**src/rtl/width_conv_pkg.sv**
```systemverilog
// Shared sizing helpers for the width-converting FIFO: narrow-word width,
// slices per input/output word and the default statistics counter width.
package width_conv_pkg;

    localparam int CNT_WIDTH_DEF = 32'sd32;

    function automatic int clog2_f(input int value);
        int res;
        int pow;
        res = 32'sd0;
        pow = 32'sd1;
        while (pow < value) begin
            pow = pow * 32'sd2;
            res = res + 32'sd1;
        end
        return res;
    endfunction

    function automatic int nw_f(input int in_w, input int out_w);
        return (in_w < out_w) ? in_w : out_w;
    endfunction

    function automatic int ratio_f(input int in_w, input int out_w);
        return (in_w < out_w) ? (out_w / in_w) : (in_w / out_w);
    endfunction

    function automatic int wi_f(input int in_w, input int out_w);
        return in_w / nw_f(in_w, out_w);
    endfunction

    function automatic int wo_f(input int in_w, input int out_w);
        return out_w / nw_f(in_w, out_w);
    endfunction

    function automatic bit is_pow2_f(input int value);
        return (value > 32'sd0) && ((value & (value - 32'sd1)) == 32'sd0);
    endfunction

endpackage

```
**src/rtl/width_conv_fifo_if.sv**
```systemverilog
// Valid/ready stream pair around the width-converting FIFO: side a is the
// wide/narrow producer input, side b the converted output.
interface width_conv_fifo_if #(
    parameter int IN_WIDTH  = 64,
    parameter int OUT_WIDTH = 32
);
    logic [IN_WIDTH-1:0]  d_a;
    logic                 vld_a;
    logic                 rdy_a;
    logic [OUT_WIDTH-1:0] d_b;
    logic                 vld_b;
    logic                 rdy_b;

    modport master (output d_a, vld_a, rdy_b, input rdy_a, d_b, vld_b);
    modport slave  (input d_a, vld_a, rdy_b, output rdy_a, d_b, vld_b);
endinterface

```
**src/rtl/sat_counter.sv**
```systemverilog
// Event counter that sticks at all-ones instead of wrapping; en gates counting.
module sat_counter
    import width_conv_pkg::*;
#(
    parameter int CNT_WIDTH = CNT_WIDTH_DEF
) (
    input  logic                 clk,
    input  logic                 reset,
    input  logic                 inc,
    input  logic                 en,
    output logic [CNT_WIDTH-1:0] count
);

    logic [CNT_WIDTH-1:0] count_r;

    // Count qualifying cycles, saturating at the maximum value
    always_ff @(posedge clk or negedge reset) begin
        if (!reset) begin
            count_r <= {CNT_WIDTH{1'b0}};
        end else if (en && inc && (count_r != {CNT_WIDTH{1'b1}})) begin
            count_r <= count_r + {{(CNT_WIDTH-1){1'b0}}, 1'b1};
        end else begin
            count_r <= count_r;
        end
    end

    assign count = count_r;

endmodule

```
**src/rtl/width_conv_fifo.sv**
```systemverilog
// Single-clock width-converting FIFO over a ring of NW-bit words, with flush,
// occupancy and saturating stall/throughput statistics.
module width_conv_fifo
    import width_conv_pkg::*;
#(
    parameter int IN_WIDTH  = 64,
    parameter int OUT_WIDTH = 32,
    parameter int DEPTH     = 8,
    parameter int CNT_WIDTH = CNT_WIDTH_DEF
) (
    input  logic                       clk,
    input  logic                       reset,
    width_conv_fifo_if.slave           io,
    input  logic                       flush,
    input  logic                       is_done_mode_user,
    output logic [clog2_f(DEPTH):0]    level,
    output logic [CNT_WIDTH-1:0]       full_cnt,
    output logic [CNT_WIDTH-1:0]       empty_cnt,
    output logic [CNT_WIDTH-1:0]       read_cnt,
    output logic                       stall_condition
);

    localparam int NW = nw_f(IN_WIDTH, OUT_WIDTH);
    localparam int R  = ratio_f(IN_WIDTH, OUT_WIDTH);
    localparam int WI = wi_f(IN_WIDTH, OUT_WIDTH);
    localparam int WO = wo_f(IN_WIDTH, OUT_WIDTH);
    localparam int AW = clog2_f(DEPTH);
    localparam int LW = AW + 1;

    generate
        if ((IN_WIDTH % NW) != 0 || (OUT_WIDTH % NW) != 0) begin : g_bad_width
            $error("width_conv_fifo: IN_WIDTH and OUT_WIDTH must be multiples of the narrow width");
        end
        if (!is_pow2_f(DEPTH)) begin : g_bad_depth_pow2
            $error("width_conv_fifo: DEPTH must be a power of two");
        end
        if (DEPTH < 2 * R) begin : g_bad_depth_min
            $error("width_conv_fifo: DEPTH must be at least twice the width ratio");
        end
    endgenerate

    logic [NW-1:0]        mem_r [DEPTH];
    logic [AW-1:0]        wr_ptr_r;
    logic [AW-1:0]        rd_ptr_r;
    logic [LW-1:0]        level_r;
    logic [LW-1:0]        level_next_s;
    logic [LW-1:0]        free_s;
    logic                 rdy_a_s;
    logic                 vld_b_s;
    logic                 wr_en_s;
    logic                 rd_en_s;
    logic [OUT_WIDTH-1:0] d_b_s;

    // Handshake qualification from the start-of-cycle occupancy only
    always_comb begin
        free_s       = LW'(DEPTH) - level_r;
        rdy_a_s      = (free_s >= LW'(WI)) && !flush;
        vld_b_s      = (level_r >= LW'(WO)) && !flush;
        wr_en_s      = io.vld_a && rdy_a_s;
        rd_en_s      = vld_b_s && io.rdy_b;
        level_next_s = level_r;
        if (wr_en_s) begin
            level_next_s = level_next_s + LW'(WI);
        end else begin
            level_next_s = level_next_s;
        end
        if (rd_en_s) begin
            level_next_s = level_next_s - LW'(WO);
        end else begin
            level_next_s = level_next_s;
        end
    end

    // Scatter the accepted input word into consecutive slots, lowest slice first
    always_ff @(posedge clk) begin
        if (wr_en_s) begin
            for (int k = 0; k < WI; k++) begin
                mem_r[wr_ptr_r + AW'(k)] <= io.d_a[k*NW +: NW];
            end
        end
    end

    // Pointer and occupancy state; flush clears it at the clock edge
    always_ff @(posedge clk or negedge reset) begin
        if (!reset) begin
            wr_ptr_r <= {AW{1'b0}};
            rd_ptr_r <= {AW{1'b0}};
            level_r  <= {LW{1'b0}};
        end else if (flush) begin
            wr_ptr_r <= {AW{1'b0}};
            rd_ptr_r <= {AW{1'b0}};
            level_r  <= {LW{1'b0}};
        end else begin
            wr_ptr_r <= wr_en_s ? (wr_ptr_r + AW'(WI)) : wr_ptr_r;
            rd_ptr_r <= rd_en_s ? (rd_ptr_r + AW'(WO)) : rd_ptr_r;
            level_r  <= level_next_s;
        end
    end

    // Gather WO slots from the read pointer; the oldest slot lands in the LSBs
    always_comb begin
        d_b_s = {OUT_WIDTH{1'b0}};
        for (int j = 0; j < WO; j++) begin
            d_b_s[j*NW +: NW] = mem_r[rd_ptr_r + AW'(j)];
        end
    end

    assign io.rdy_a        = rdy_a_s;
    assign io.vld_b        = vld_b_s;
    assign io.d_b          = d_b_s;
    assign level           = level_r;
    assign stall_condition = io.vld_a && !rdy_a_s;

    sat_counter #(.CNT_WIDTH(CNT_WIDTH)) u_full_cnt (
        .clk   (clk),
        .reset (reset),
        .inc   (io.vld_a && !rdy_a_s),
        .en    (!is_done_mode_user),
        .count (full_cnt)
    );

    sat_counter #(.CNT_WIDTH(CNT_WIDTH)) u_empty_cnt (
        .clk   (clk),
        .reset (reset),
        .inc   (io.rdy_b && !vld_b_s),
        .en    (!is_done_mode_user),
        .count (empty_cnt)
    );

    sat_counter #(.CNT_WIDTH(CNT_WIDTH)) u_read_cnt (
        .clk   (clk),
        .reset (reset),
        .inc   (rd_en_s),
        .en    (!is_done_mode_user),
        .count (read_cnt)
    );

endmodule
```
**src/flat_wrapper.sv**
```systemverilog
// flat-port wrapper written by rule: the top's interface ports become plain ports
module width_conv_fifo_flat import width_conv_pkg::*;
#(
    parameter int IN_WIDTH  = 64,
    parameter int OUT_WIDTH = 32,
    parameter int DEPTH     = 8,
    parameter int CNT_WIDTH = CNT_WIDTH_DEF
)
  (clk, reset, flush, is_done_mode_user, level, full_cnt, empty_cnt, read_cnt, stall_condition, io_d_a, io_vld_a, io_rdy_b, io_rdy_a, io_d_b, io_vld_b);
  width_conv_fifo_if #(.IN_WIDTH(IN_WIDTH), .OUT_WIDTH(OUT_WIDTH)) io_i ();
  input  logic clk;
  input  logic reset;
  input  logic flush;
  input  logic is_done_mode_user;
  output logic [clog2_f(DEPTH):0] level;
  output logic [CNT_WIDTH-1:0] full_cnt;
  output logic [CNT_WIDTH-1:0] empty_cnt;
  output logic [CNT_WIDTH-1:0] read_cnt;
  output logic stall_condition;
  input wire logic [$bits(io_i.d_a)-1:0] io_d_a;
  input wire logic [$bits(io_i.vld_a)-1:0] io_vld_a;
  input wire logic [$bits(io_i.rdy_b)-1:0] io_rdy_b;
  output wire logic [$bits(io_i.rdy_a)-1:0] io_rdy_a;
  output wire logic [$bits(io_i.d_b)-1:0] io_d_b;
  output wire logic [$bits(io_i.vld_b)-1:0] io_vld_b;
  assign io_i.d_a = io_d_a;
  assign io_i.vld_a = io_vld_a;
  assign io_i.rdy_b = io_rdy_b;
  assign io_rdy_a = io_i.rdy_a;
  assign io_d_b = io_i.d_b;
  assign io_vld_b = io_i.vld_b;
  width_conv_fifo #(.IN_WIDTH(IN_WIDTH), .OUT_WIDTH(OUT_WIDTH), .DEPTH(DEPTH), .CNT_WIDTH(CNT_WIDTH)) u_core (.clk(clk), .reset(reset), .io(io_i), .flush(flush), .is_done_mode_user(is_done_mode_user), .level(level), .full_cnt(full_cnt), .empty_cnt(empty_cnt), .read_cnt(read_cnt), .stall_condition(stall_condition));
endmodule
```
**config.mk**
```make
export PLATFORM = sky130hd
export DESIGN_NAME = width_conv_fifo_flat
export DESIGN_NICKNAME = d
export VERILOG_FILES = /design/src/rtl/width_conv_pkg.sv /design/src/rtl/width_conv_fifo_if.sv /design/src/rtl/sat_counter.sv /design/src/rtl/width_conv_fifo.sv /design/src/flat_wrapper.sv
export SDC_FILE = /design/constraint.sdc
export NUM_CORES = 1
export LEC_CHECK = 0
export BUFFER_PORTS_ARGS = -buffer_cell sky130_fd_sc_hd__buf_4
export CAP_MARGIN = 20
export CORE_ASPECT_RATIO = 1.75
export CORE_MARGIN = 3
export CORE_UTILIZATION = 63
export DETAILED_ROUTE_END_ITERATION = 12
export PLACE_DENSITY_LB_ADDON = 0.2
export SYNTH_ARGS = -nofsm -noshare
export SYNTH_HDL_FRONTEND = slang
export SYNTH_SLANG_ARGS = --single-unit
```
**constraint.sdc**
```tcl
create_clock -name clk -period 5.6 [get_ports clk]
set_input_delay 1.12 -clock clk [delete_from_list [all_inputs] [get_ports clk]]
set_output_delay 1.12 -clock clk [all_outputs]
set_load 0.02 [all_outputs]
```
==> run summary, run 1 <==
Status: completed
Via count: 10,200
Top-count cell post-synth: edfxtp_1
Number of global-route vias before repair: 10,700
Slowest CP cell: dfrtp_4
Critical path required time: 4.48 ns
All-Layer GR Usage: 0.264
Antenna Nets Post-Route: 0
Starting Density: 0.642
Routed WL: 37,400 um
Skew final: 0.0143 ns
CP dominant cell by count: buf_4
Placed Area: 18,500 um2
Post-route cell area: 19,700 um2
DR WL/cell: 23.1 um
Pwr dens: 411 nW/um2
Final period utilization: 0.734
IO buf count: 204
Final Slew Violations: 0
Total number of yosys warnings: 0
Comb pwr share: 0.274
Unrepaired setup endpoints after global routing: false
Setup crit start kind: flip-flop
Die span in y: 222 um
Clk pin slew, worst setup/hold paths: 0.06 ns
VDD IR max: 0.453 mV
Core Util, Final: 0.756
Cts hold-fix bufs: 0
P&R area growth vs syn: 17.7%
Hpwl dp: 23,700 um
Area of the multi-input gates: 6010 um2
Synth top area cells: edfxtp_1 46%, dfrtp_1 16%, mux2_2 11%, mux4_2 8.6%, xnor2_1 2.6%
DR iter-0 viols: 690
CP max stage delay: 0.75 ns
CP Cell Sequence: buf_16, buf_4, mux4_2, mux2_2, buf_4
Initial antenna violation count: 2
CORE AREA: 26,100 um2
Flops & latches, synth: 361
Lkg Pwr: 7.53 nW
Final hold violations: 0
# DRC: 0
Syn_area_per_cell: 15.4 um2
Area leader, netlist: edfxtp_1
Number of flops mapped to enable cells by yosys: 256
Slew margin rel.: 0.321
Min cycle time layout: 4.11 ns
Net Sw Frac: 0.293
Later-pin clock latency in the skew report: 0.52 ns
Fillers: 1,599
Post-synth top cells: 256 x edfxtp_1, 163 x mux2_2, 105 x dfrtp_1, 64 x mux4_2, 53 x clkbuf_1
Cells after Synth: 1,090
Worst-path fanout max: 29
DR vias/cell: 6.29
Register area: 10,300 um2
Critical path buffers and inverters: 3
Die X: 129 um
Root Buffer: clkbuf_16
Cell Rows: 78
Clock buffer depth: 3
Critical setup path kind: flip-flop to output port
Peak Freq: 243 MHz
Slew @ Worst Pin: 1.02 ns
CP top delay family: multiplexers
Drt first pass iters: 5
Post-CTS setup buffer count: 0
# IOs: 205
Syn nets: 1,173
Gpl congestion: 0.876
Clock Sinks: 361
Clock Power Share: 0.300
Ys flop type: edfxtp_1
Synth top area share: 0.459
Worst min path class: flip-flop to flip-flop
Int Power: 5.73 mW
Final nets: 1,353
Resized cells post-CTS: 0
Setup_tns: 0 ns
Die area: 28,600 um2
GR Overflow Total: 0
CTS H-tree lvls: 2
CTS Buf Count: 34
Layout cell share with drive strength beyond 1: 0.407
Share of flip-flops with an asynchronous set or reset: 0.291
TritonCTS clock tree: done
Critical Path End Type: output port
Max_cap viols: 0
# setup viols final: 0
Netlist cell types: 59
Register share of total power: 0.425
Largest net degree at the start of global routing: 62
First-pass GRT wire length: 59,100 um
Post-synthesis sequential area ratio: 0.616
Arrival time at the worst endpoint: 2.99 ns
Mapped cell area: 16,700 um2
P_sw: 2.37 mW
==> worst reg2reg max path: cells and delay by family (launching register included) <==
family | cells | cell delay (ns)
buffers and inverters | 4 | 1.31
AND/OR/NAND/NOR | 2 | 0.56
XOR/XNOR | 1 | 0.53
adder cells (fa/ha/maj) | 1 | 0.22
AO/OA/AOI/OAI | 1 | 0.20
flip-flops | 1 | 0.41
==> final cells by class <==
| class | count | share of cell area |
|---|---|---|
| multi-input cells | 626 | 0.305 |
| well taps | 320 | 0.0203 |
| clock buffers | 42 | 0.0481 |
| repair buffers | 223 | 0.0860 |
| clock inverters | 20 | 0.0119 |
| inverters | 24 | 0.00457 |
| flip-flops and latches | 361 | 0.524 |
| diodes | 2 | 0.000254 |
==> path summary, 6_finish.rpt <==
kind	start	slack, ns	cells past startpoint	endpoint
max in group asynchronous	reset	3.84	2	u_core.u_full_cnt.count[27]$_DFFE_PN0P_
worst max register to register	u_core.level[1]$_DFF_PN0_	2.07	9	u_core.mem_r[7][23]$_DFFE_PP_
worst max-delay path	u_core.rd_ptr_r[0]$_DFFE_PN0P_	1.49	5	io_d_b[0]
worst min register to register	u_core.u_full_cnt.count[7]$_DFFE_PN0P_	0.49	1	u_core.u_full_cnt.count[7]$_DFFE_PN0P_
min in group asynchronous	reset	0.69	1	u_core.u_read_cnt.count[16]$_DFFE_PN0P_
worst min-delay path	u_core.u_full_cnt.count[7]$_DFFE_PN0P_	0.49	1	u_core.u_full_cnt.count[7]$_DFFE_PN0P_
==> power groups by stage <==
stage	clock network, mW	logic [mW]	registers [mW]
finish	2.43	2.22	3.44
global route	2.57	2.37	3.48
CTS	2.47	2.17	3.50
detailed placement	0	2.15	3.55
global placement	0	2.12	3.54
floorplan	0	1.45	3.46
==> metal layers <==
| metal | global-route usage | vias up | wire [um] |
|---|---|---|---|
| met5 | 0 | - | 0 |
| met4 | 0.0855 | 0 | 1040 |
| met3 | 0.0475 | 71 | 2320 |
| met2 | 0.471 | 381 | 20500 |
| met1 | 0.323 | 5179 | 13600 |
| li1 | - | 4541 | - |
==> registers in the layout, indices dropped and copies added, names as in the netlist <==
| register | count |
|---|---|
| u_core.u_read_cnt.count | 32 |
| u_core.rd_ptr_r | 3 |
| u_core.u_full_cnt.count | 32 |
| u_core.level | 4 |
| u_core.wr_ptr_r | 2 |
| u_core.u_empty_cnt.count | 32 |
| u_core.mem_r | 256 |
==> cells in the final DEF (no fill, tap or decap), types with 6 or more instances in the layout <==
| cell | n |
|---|---|
| edfxtp_1 | 256 |
| buf_4 | 222 |
| mux2_2 | 163 |
| dfrtp_1 | 102 |
| mux4_2 | 64 |
| xnor2_1 | 49 |
| xor2_1 | 47 |
| nand2_1 | 42 |
| nand3_1 | 42 |
| nor3_1 | 37 |
| clkbuf_16 | 37 |
| nand4_1 | 35 |
| inv_1 | 24 |
| nor2_1 | 21 |
| nor4_1 | 21 |
| ha_1 | 13 |
| and3_1 | 9 |
| and4_1 | 9 |
| and2_1 | 6 |
| or2_2 | 6 |
==> cells by family (layout without fill, tap and decap cells) <==
family	after synthesis	after routing	share of synthesized area
buffers and inverters	103	309	0.0250
other	0	2	0
AO/OA/AOI/OAI	29	29	0.0132
XOR/XNOR	96	96	0.0502
multiplexers	230	230	0.198
flip-flops	361	361	0.616
adder cells (fa/ha/maj)	13	13	0.00972
AND/OR/NAND/NOR	258	258	0.0876
==> per-stage QoR <==
stage                     setup WS (ns)  power, mW  cells  hold slack (ns)
after floorplan                    2.38       4.91   1090            0.579
after global placement             1.84       5.66   1553            0.481
after detailed placement           1.83       5.70   1553            0.482
after CTS                          1.21       8.15   1615            0.495
after global routing               1.31       8.42   1618            0.512
final                              1.49       8.10   1618            0.489
(Power assumes the default switching activity.)
==> run 2, diff against run 1 <==
--- a/config.mk
+++ b/config.mk
@@ -9,7 +9,7 @@
 export CAP_MARGIN = 20
 export CORE_ASPECT_RATIO = 1.75
 export CORE_MARGIN = 3
-export CORE_UTILIZATION = 63
+export CORE_UTILIZATION = 58
 export DETAILED_ROUTE_END_ITERATION = 12
 export PLACE_DENSITY_LB_ADDON = 0.2
 export SYNTH_ARGS = -nofsm -noshare
==> constraint.sdc (replaced) <==
create_clock -name clk -period 3.8 [get_ports clk]
set_input_delay 0.76 -clock clk [delete_from_list [all_inputs] [get_ports clk]]
set_output_delay 0.76 -clock clk [all_outputs]
set_load 0.02 [all_outputs]
==> run 2 against run 1 <==
Sequential share of layout area shrank 0.087 points. Via count decreased by 1.3%. Hold slack worse by 0.21 ns. Critical path depth decreased by 1. Critical path type unchanged. Critical endpoint is now io_d_b[9].
==> run summary, run 2 (same netlist as run 1, synthesis figures left out) <==
Resized cells post-CTS: 0 (unchanged)
Layout cell share with drive strength beyond 1: 0.408 (+0.000913)
Peak Freq: 302 MHz
VDD IR max: 0.469 mV (+3.4%)
Starting Density: 0.594 (-0.0483)
Initial antenna violation count: 1 (-1)
Number of global-route vias before repair: 10,400 (-2.9%)
Fillers: 1,961 (+23%)
GR peak layer: met2
Final period utilization: 0.871
CORE AREA: 28,200 um2 (+8.1%)
Post-CTS setup buffer count: 0 (unchanged)
Drt first pass iters: 5 (unchanged)
CTS H-tree lvls: 2 (unchanged)
Slew margin rel.: 0.349 (+0.0278)
P&R area growth vs syn: 17.9%
Die span in y: 231 um (+4.1%)
Met3 usage: 0.0373 (-0.0102)
Clock Sinks: 361 (unchanged)
Skew final: 0.00910 ns (-0.00522 ns)
Die area: 31,000 um2 (+8.3%)
Met2 Usage GRT: 0.433 (-0.0381)
Core Util, Final: 0.700 (-0.0557)
Pwr dens: 587 nW/um2 (+43%)
Critical Path End Type: output port
Cell Rows: 81 (+3.8%)
Clk pin slew, worst setup/hold paths: 0.06 ns (about the same)
Largest net degree at the start of global routing: 58 (-6.5%)
CTS Buf Count: 34 (unchanged)
Biggest register: u_core.mem_r
Cts hold-fix bufs: 0 (unchanged)
# setup viols final: 0 (unchanged)
DR vias/cell: 6.01 (-4.5%)
Worst min path class: primary input to asynchronous set/reset pin
Root Buffer: clkbuf_16
Max_cap viols: 0 (unchanged)
IO buf count: 204 (unchanged)
Clock buffer depth: 3 (unchanged)
Critical setup path kind: flip-flop to output port
Most common cell after layout, fill and taps aside: edfxtp_1
Commonest non-fill, non-tap cells in the layout: 256 x edfxtp_1, 223 x buf_4, 163 x mux2_2
Critical path required time: 3.04 ns (-1.44 ns)
Later-pin clock latency in the skew report: 0.51 ns (about the same)
# IOs: 205 (unchanged)
Slew @ Worst Pin: 0.977 ns (-0.0417 ns)
Unrepaired setup endpoints after global routing: false
Setup crit start kind: flip-flop
Worst-path fanout max: 26 (-10%)
First-pass GRT wire length: 57,800 um (-2.1%)
Hpwl dp: 24,600 um (+4.0%)
Min cycle time layout: 3.31 ns
Via count: 10,000 (-1.3%)
Arrival time at the worst endpoint: 2.55 ns (-0.44 ns)
DR WL/cell: 21.9 um (-5.2%)
Final hold violations: 0 (unchanged)
# DRC: 0 (unchanged)
Routed WL: 36,600 um (-2.1%)
Routing usage on met1: 0.295 (-0.0287)
DR iter-0 viols: 746 (+8.1%)
Gpl congestion: 0.843 (-3.7%)
All-Layer GR Usage: 0.239 (-0.0257)
GR Overflow Total: 0 (unchanged)
Antenna Nets Post-Route: 0 (unchanged)
Die X: 134 um (+4.0%)
Final Slew Violations: 0 (unchanged)
Max reg flops: 256 (unchanged)
Setup_tns: 0 ns (unchanged)
Lkg Pwr: 7.45 nW (-0.99%)
Final nets: 1,360 (+0.52%)
TritonCTS clock tree: done
Status: completed
## run 2: cell types whose count changed in the layout (fill, tap and decap cells not counted), sizes merged
cell / before / now
clkbuf: 42 / 47
bufinv: 5 / 1
clkinvlp: 3 / 2
diode: 2 / 1
inv: 24 / 17
buf: 223 / 230
clkinv: 12 / 14
## run 2: worst max-delay path: stages (launching register included)
cell and delay [ns]:
dfrtp_4 0.72, buf_12 0.29, mux4_2 0.57, mux2_2 0.29, buf_4 0.16
## run 2: layout make-up
class	count	area, um2	area share
well taps	373	467	0.0237
clock inverters	10	76.3	0.00387
repair buffers	230	1810	0.0919
clock buffers	47	945	0.0479
flip-flops and latches	361	10300	0.523
multi-input cells	626	6020	0.305
diodes	1	2.50	0.000127
inverters	24	90.1	0.00457
## run 2: final timing paths
check / from / endpoint / slack, ns / cells past startpoint
setup / recovery: u_core.rd_ptr_r[0]$_DFFE_PN0P_ / io_d_b[9] / 0.49 / 4
hold / removal: reset / u_core.u_read_cnt.count[15]$_DFFE_PN0P_ / 0.28 / 1
setup reg to reg: u_core.level[2]$_DFF_PN0_ / u_core.mem_r[5][8]$_DFFE_PP_ / 0.77 / 8
hold reg to reg: u_core.u_empty_cnt.count[22]$_DFFE_PN0P_ / u_core.u_empty_cnt.count[22]$_DFFE_PN0P_ / 0.50 / 1
max in group asynchronous: reset / u_core.u_full_cnt.count[23]$_DFFE_PN0P_ / 2.78 / 2
min in group clk: io_d_a[7] / u_core.mem_r[6][7]$_DFFE_PP_ / 0.48 / 1
## run 2: metrics by stage
stage	instances	hold slack, ns	total power [mW]	cell area (um2)	setup slack [ns]
final	1672	0.279	11.6	19700	0.490
after global routing	1672	0.309	12.1	19700	0.332
after CTS	1671	0.286	11.7	19700	0.417
after detailed placement	1614	0.485	8.51	18700	0.783
after global placement	1614	0.480	8.46	18700	0.865
after floorplan	1090	0.464	7.24	16700	0.754
## run 2: where the power goes
group / total (mW) / switching [mW] / internal, mW
registers: 5.06 / 0.324 / 4.74
clock network: 3.19 / 1.38 / 1.80
logic: 3.33 / 1.71 / 1.62
total: 11.6 / 3.42 / 8.16
## run 2: metal layers
layer | wire length (um) | up-vias
li1 | - | 4552
met1 | 14000 | 5122
met2 | 19900 | 309
met3 | 1950 | 60
met4 | 792 | 0
met5 | 0 | -
==> run 3, diff against run 2 <==
--- a/config.mk
+++ b/config.mk
@@ -5,12 +5,14 @@
 export SDC_FILE = /design/constraint.sdc
 export NUM_CORES = 1
 export LEC_CHECK = 0
+export ABC_AREA = 1
 export BUFFER_PORTS_ARGS = -buffer_cell sky130_fd_sc_hd__buf_4
 export CAP_MARGIN = 20
 export CORE_ASPECT_RATIO = 1.75
 export CORE_MARGIN = 3
-export CORE_UTILIZATION = 58
+export CORE_UTILIZATION = 53
 export DETAILED_ROUTE_END_ITERATION = 12
+export GPL_TIMING_DRIVEN = 0
 export PLACE_DENSITY_LB_ADDON = 0.2
 export SYNTH_ARGS = -nofsm -noshare
 export SYNTH_HDL_FRONTEND = slang
==> constraint.sdc (replaced) <==
create_clock -name clk -period 2.7 [get_ports clk]
set_input_delay 0.54 -clock clk [delete_from_list [all_inputs] [get_ports clk]]
set_output_delay 0.54 -clock clk [all_outputs]
set_load 0.02 [all_outputs]
==> run 3 against run 2 <==
The flow now finishes with violations (setup timing). Critical path type unchanged. Highest routed layer unchanged. Via count increased by 54%. Sequential share of layout area decreased by 5.8 points. Sequential power increased by 42%. Cell area increased by 12%.
==> run summary, run 3 <==
Post-synth top cells: 444 x nand2_1, 329 x nor2_1, 283 x o21ai_0, 256 x edfxtp_1
Critical Path End Type: output port
CTS Buf Count: 37 (+8.8%)
Final worst slack: -0.171 ns (-0.661 ns)
Skew final: 0.0226 ns (+0.0135 ns)
Int Power: 12.5 mW (+53%)
Final hold violations: 0 (unchanged)
Mapped cell area: 17,800 um2 (+6.1%)
Later-pin clock latency in the skew report: 0.56 ns (+0.05 ns)
Post-route cell area: 22,200 um2 (+12%)
CP Cell Sequence: inv_2, buf_6, buf_6, clkbuf_16, nor2_2, o22ai_1, nor2_1, a31oi_1, buf_4
Die area: 35,800 um2 (+16%)
CP dominant cell by count: buf_6
Unrepaired setup endpoints after global routing: true
Comb pwr share: 0.390 (+0.103)
Die X: 144 um (+7.4%)
Worst min path class: primary input to flip-flop
DR vias/cell: 5.82 (-3.1%)
CTS H-tree lvls: 2 (unchanged)
Commonest non-fill, non-tap cells in the layout: 444 x nand2_1, 297 x nor2_1, 256 x edfxtp_1
Netlist cell types: 38 (-36%)
Gpl congestion: 0.951 (+13%)
Arrival time at the worst endpoint: 2.33 ns (-0.22 ns)
Pre-CTS setup slack: -0.395 ns (-1.18 ns)
# IOs: 205 (unchanged)
Root Buffer: clkbuf_16
Register share of total power: 0.358 (-0.079)
Critical setup path kind: flip-flop to output port
Biggest register: u_core.mem_r
Critical path buffers and inverters: 5 (+3)
Layout cell share with drive strength beyond 1: 0.215 (-0.193)
VDD IR max: 0.691 mV (+48%)
Slowest CP cell: dfrtp_2
CORE AREA: 33,000 um2 (+17%)
Cells after Synth: 1,951 (+79%)
Worst-path fanout max: 5 (-81%)
Core Util, Final: 0.671 (-0.0292)
Clock Sinks: 361 (unchanged)
Total number of yosys warnings: 0 (unchanged)
Final nets: 2,308 (+70%)
CP max stage delay: 0.49 ns (-0.23 ns)
Max reg flops: 256 (unchanged)
Syn_area_per_cell: 9.11 um2 (-41%)
Violated checks: setup timing
Syn nets: 2,034 (+73%)
Synth top area cells: edfxtp_1 43%, dfrtp_1 15%, nand2_1 9.4%, o21ai_0 8.0%, nor2_1 7.0%
GR Overflow Total: 0 (unchanged)
CP top delay family: buffers and inverters
P_sw: 7.48 mW (+120%)
Critical path required time: 2.16 ns (-0.88 ns)
Ys flop type: edfxtp_1
Routed WL: 55,800 um (+52%)
Max_cap viols: 0 (unchanged)
Antenna Nets Post-Route: 0 (unchanged)
TritonCTS clock tree: done
Slew @ Worst Pin: 0.686 ns (-0.291 ns)
Clock Power Share: 0.251 (-0.024)
Top-count cell post-synth: nand2_1
Share of flip-flops with an asynchronous set or reset: 0.291 (unchanged)
Final Slew Violations: 0 (unchanged)
Peak Freq: 348 MHz
Clock buffer depth: 3 (unchanged)
Status: finished, violations left
Most common cell after layout, fill and taps aside: nand2_1
Initial antenna violation count: 1 (unchanged)
Drt first pass iters: 5 (unchanged)
Largest net degree at the start of global routing: 68 (+17%)
Die span in y: 248 um (+7.6%)
Cell Rows: 88 (+8.6%)
# setup viols final: 26 (+26)
Setup crit start kind: flip-flop
Clk pin slew, worst setup/hold paths: 0.07 ns (about the same)
DR WL/cell: 21.0 um (-4.2%)
Area leader, netlist: edfxtp_1
Synth top area share: 0.433 (-0.0266)
Hpwl dp: 37,000 um (+50%)
Via count: 15,500 (+54%)
Lkg Pwr: 9.26 nW (+24%)
P&R area growth vs syn: 24.8%
Starting Density: 0.538 (-0.0562)
Final period utilization: 1.06
IO buf count: 204 (unchanged)
Min cycle time layout: 2.87 ns
Post-synthesis sequential area ratio: 0.581 (-0.0357)
First-pass GRT wire length: 83,600 um (+45%)
DR iter-0 viols: 1,221 (+64%)
Placed Area: 19,900 um2 (+6.4%)
Net Sw Frac: 0.374 (+0.0791)
Pwr dens: 902 nW/um2 (+54%)
Number of global-route vias before repair: 15,300 (+47%)
Slew margin rel.: 0.543 (+0.194)
Flops & latches, synth: 361 (unchanged)
# DRC: 0 (unchanged)
All-Layer GR Usage: 0.303 (+0.0645)
Number of flops mapped to enable cells by yosys: 256 (unchanged)
-- run 3: final cells by class --
class,count,area (um2)
Antenna cell,1,2.50
Timing Repair Buffer,235,1950
Fill cell,2567,10900
Clock inverter,26,239
Tap cell,405,507
Clock buffer,40,947
Buffer,124,958
Multi-Input combinational cell,1356,6800
Sequential cell,361,10300
Inverter,110,450
-- run 3: cell families after synthesis --
family | after synthesis | synth area share
buffers and inverters | 234 | 0.0556
and+or+nand+nor | 903 | 0.209
DFF | 361 | 0.581
xor gates and xnor gates | 79 | 0.0389
adders and majority gates | 13 | 0.00916
AOI/OAI and AO/OA | 361 | 0.107
-- run 3: routing by layer --
| layer | share of wire | up-vias | GRT usage | wire length [um] |
|---|---|---|---|---|
| li1 | - | 7095 | - | - |
| met3 | 0.078 | 236 | 0.0419 | 4360 |
| met1 | 0.34 | 7302 | 0.344 | 19200 |
| met2 | 0.52 | 845 | 0.543 | 28900 |
| met5 | 0 | - | 0 | 0 |
| met4 | 0.060 | 0 | 0.167 | 3320 |
-- run 3: final timing paths --
path	startpoint	to	slack, ns	cells after the start
max in group asynchronous	reset	u_core.u_full_cnt.count[27]$_DFFE_PN0P_	1.46	3
setup / recovery	u_core.rd_ptr_r[0]$_DFFE_PN0P_	io_d_b[2]	-0.17	9
min in group asynchronous	reset	u_core.u_empty_cnt.count[17]$_DFFE_PN0P_	0.52	2
setup reg to reg	u_core.level[1]$_DFF_PN0_	u_core.mem_r[5][7]$_DFFE_PP_	0.17	10
hold reg to reg	u_core.u_empty_cnt.count[24]$_DFFE_PN0P_	u_core.u_empty_cnt.count[24]$_DFFE_PN0P_	0.52	1
hold / removal	flush	u_core.level[1]$_DFF_PN0_	0.23	2
-- run 3: power groups by stage --
stage | clock (mW) | sequential [mW] | combinational, mW
after detailed placement | 0 | 7.25 | 6.21
final | 5.03 | 7.16 | 7.80
after global routing | 5.29 | 7.20 | 8.27
after floorplan | 0 | 7.36 | 3.39
after CTS | 5.04 | 7.13 | 7.38
after global placement | 0 | 7.26 | 6.00
-- run 3: per-stage QoR --
| stage | cells | hold WS, ns | setup TNS (ns) | total power [mW] |
|---|---|---|---|---|
| floorplan | 1951 | 0.244 | 0 | 10.8 |
| global placement | 2560 | 0.506 | -203.75 | 13.3 |
| detailed placement | 2565 | 0.510 | -85.48 | 13.5 |
| CTS | 2655 | 0.206 | -1.28 | 19.6 |
| global route | 2658 | 0.221 | -3.97 | 20.8 |
| finish | 2658 | 0.231 | -2.19 | 20.0 |
-- run 3: repair_timing --
action                                  CTS  global route
setup buffers                            18             2
endpoints found under the setup margin  296           305
hold buffers                              1             0
gates cloned                              5             1
endpoints found under the hold margin    38             0
resized for setup                       200            91
pin swaps                                36            31
-- run 3: worst reg2reg max path, cell delays in order (launching register included) --
cell,delay (ns)
dfrtp_1,0.39
buf_4,0.16
ha_1,0.17
or2_0,0.22
nor2_2,0.14
nand2_1,0.11
nand3_2,0.14
inv_2,0.08
nand2_1,0.13
clkbuf_1,0.50
o21ai_0,0.21
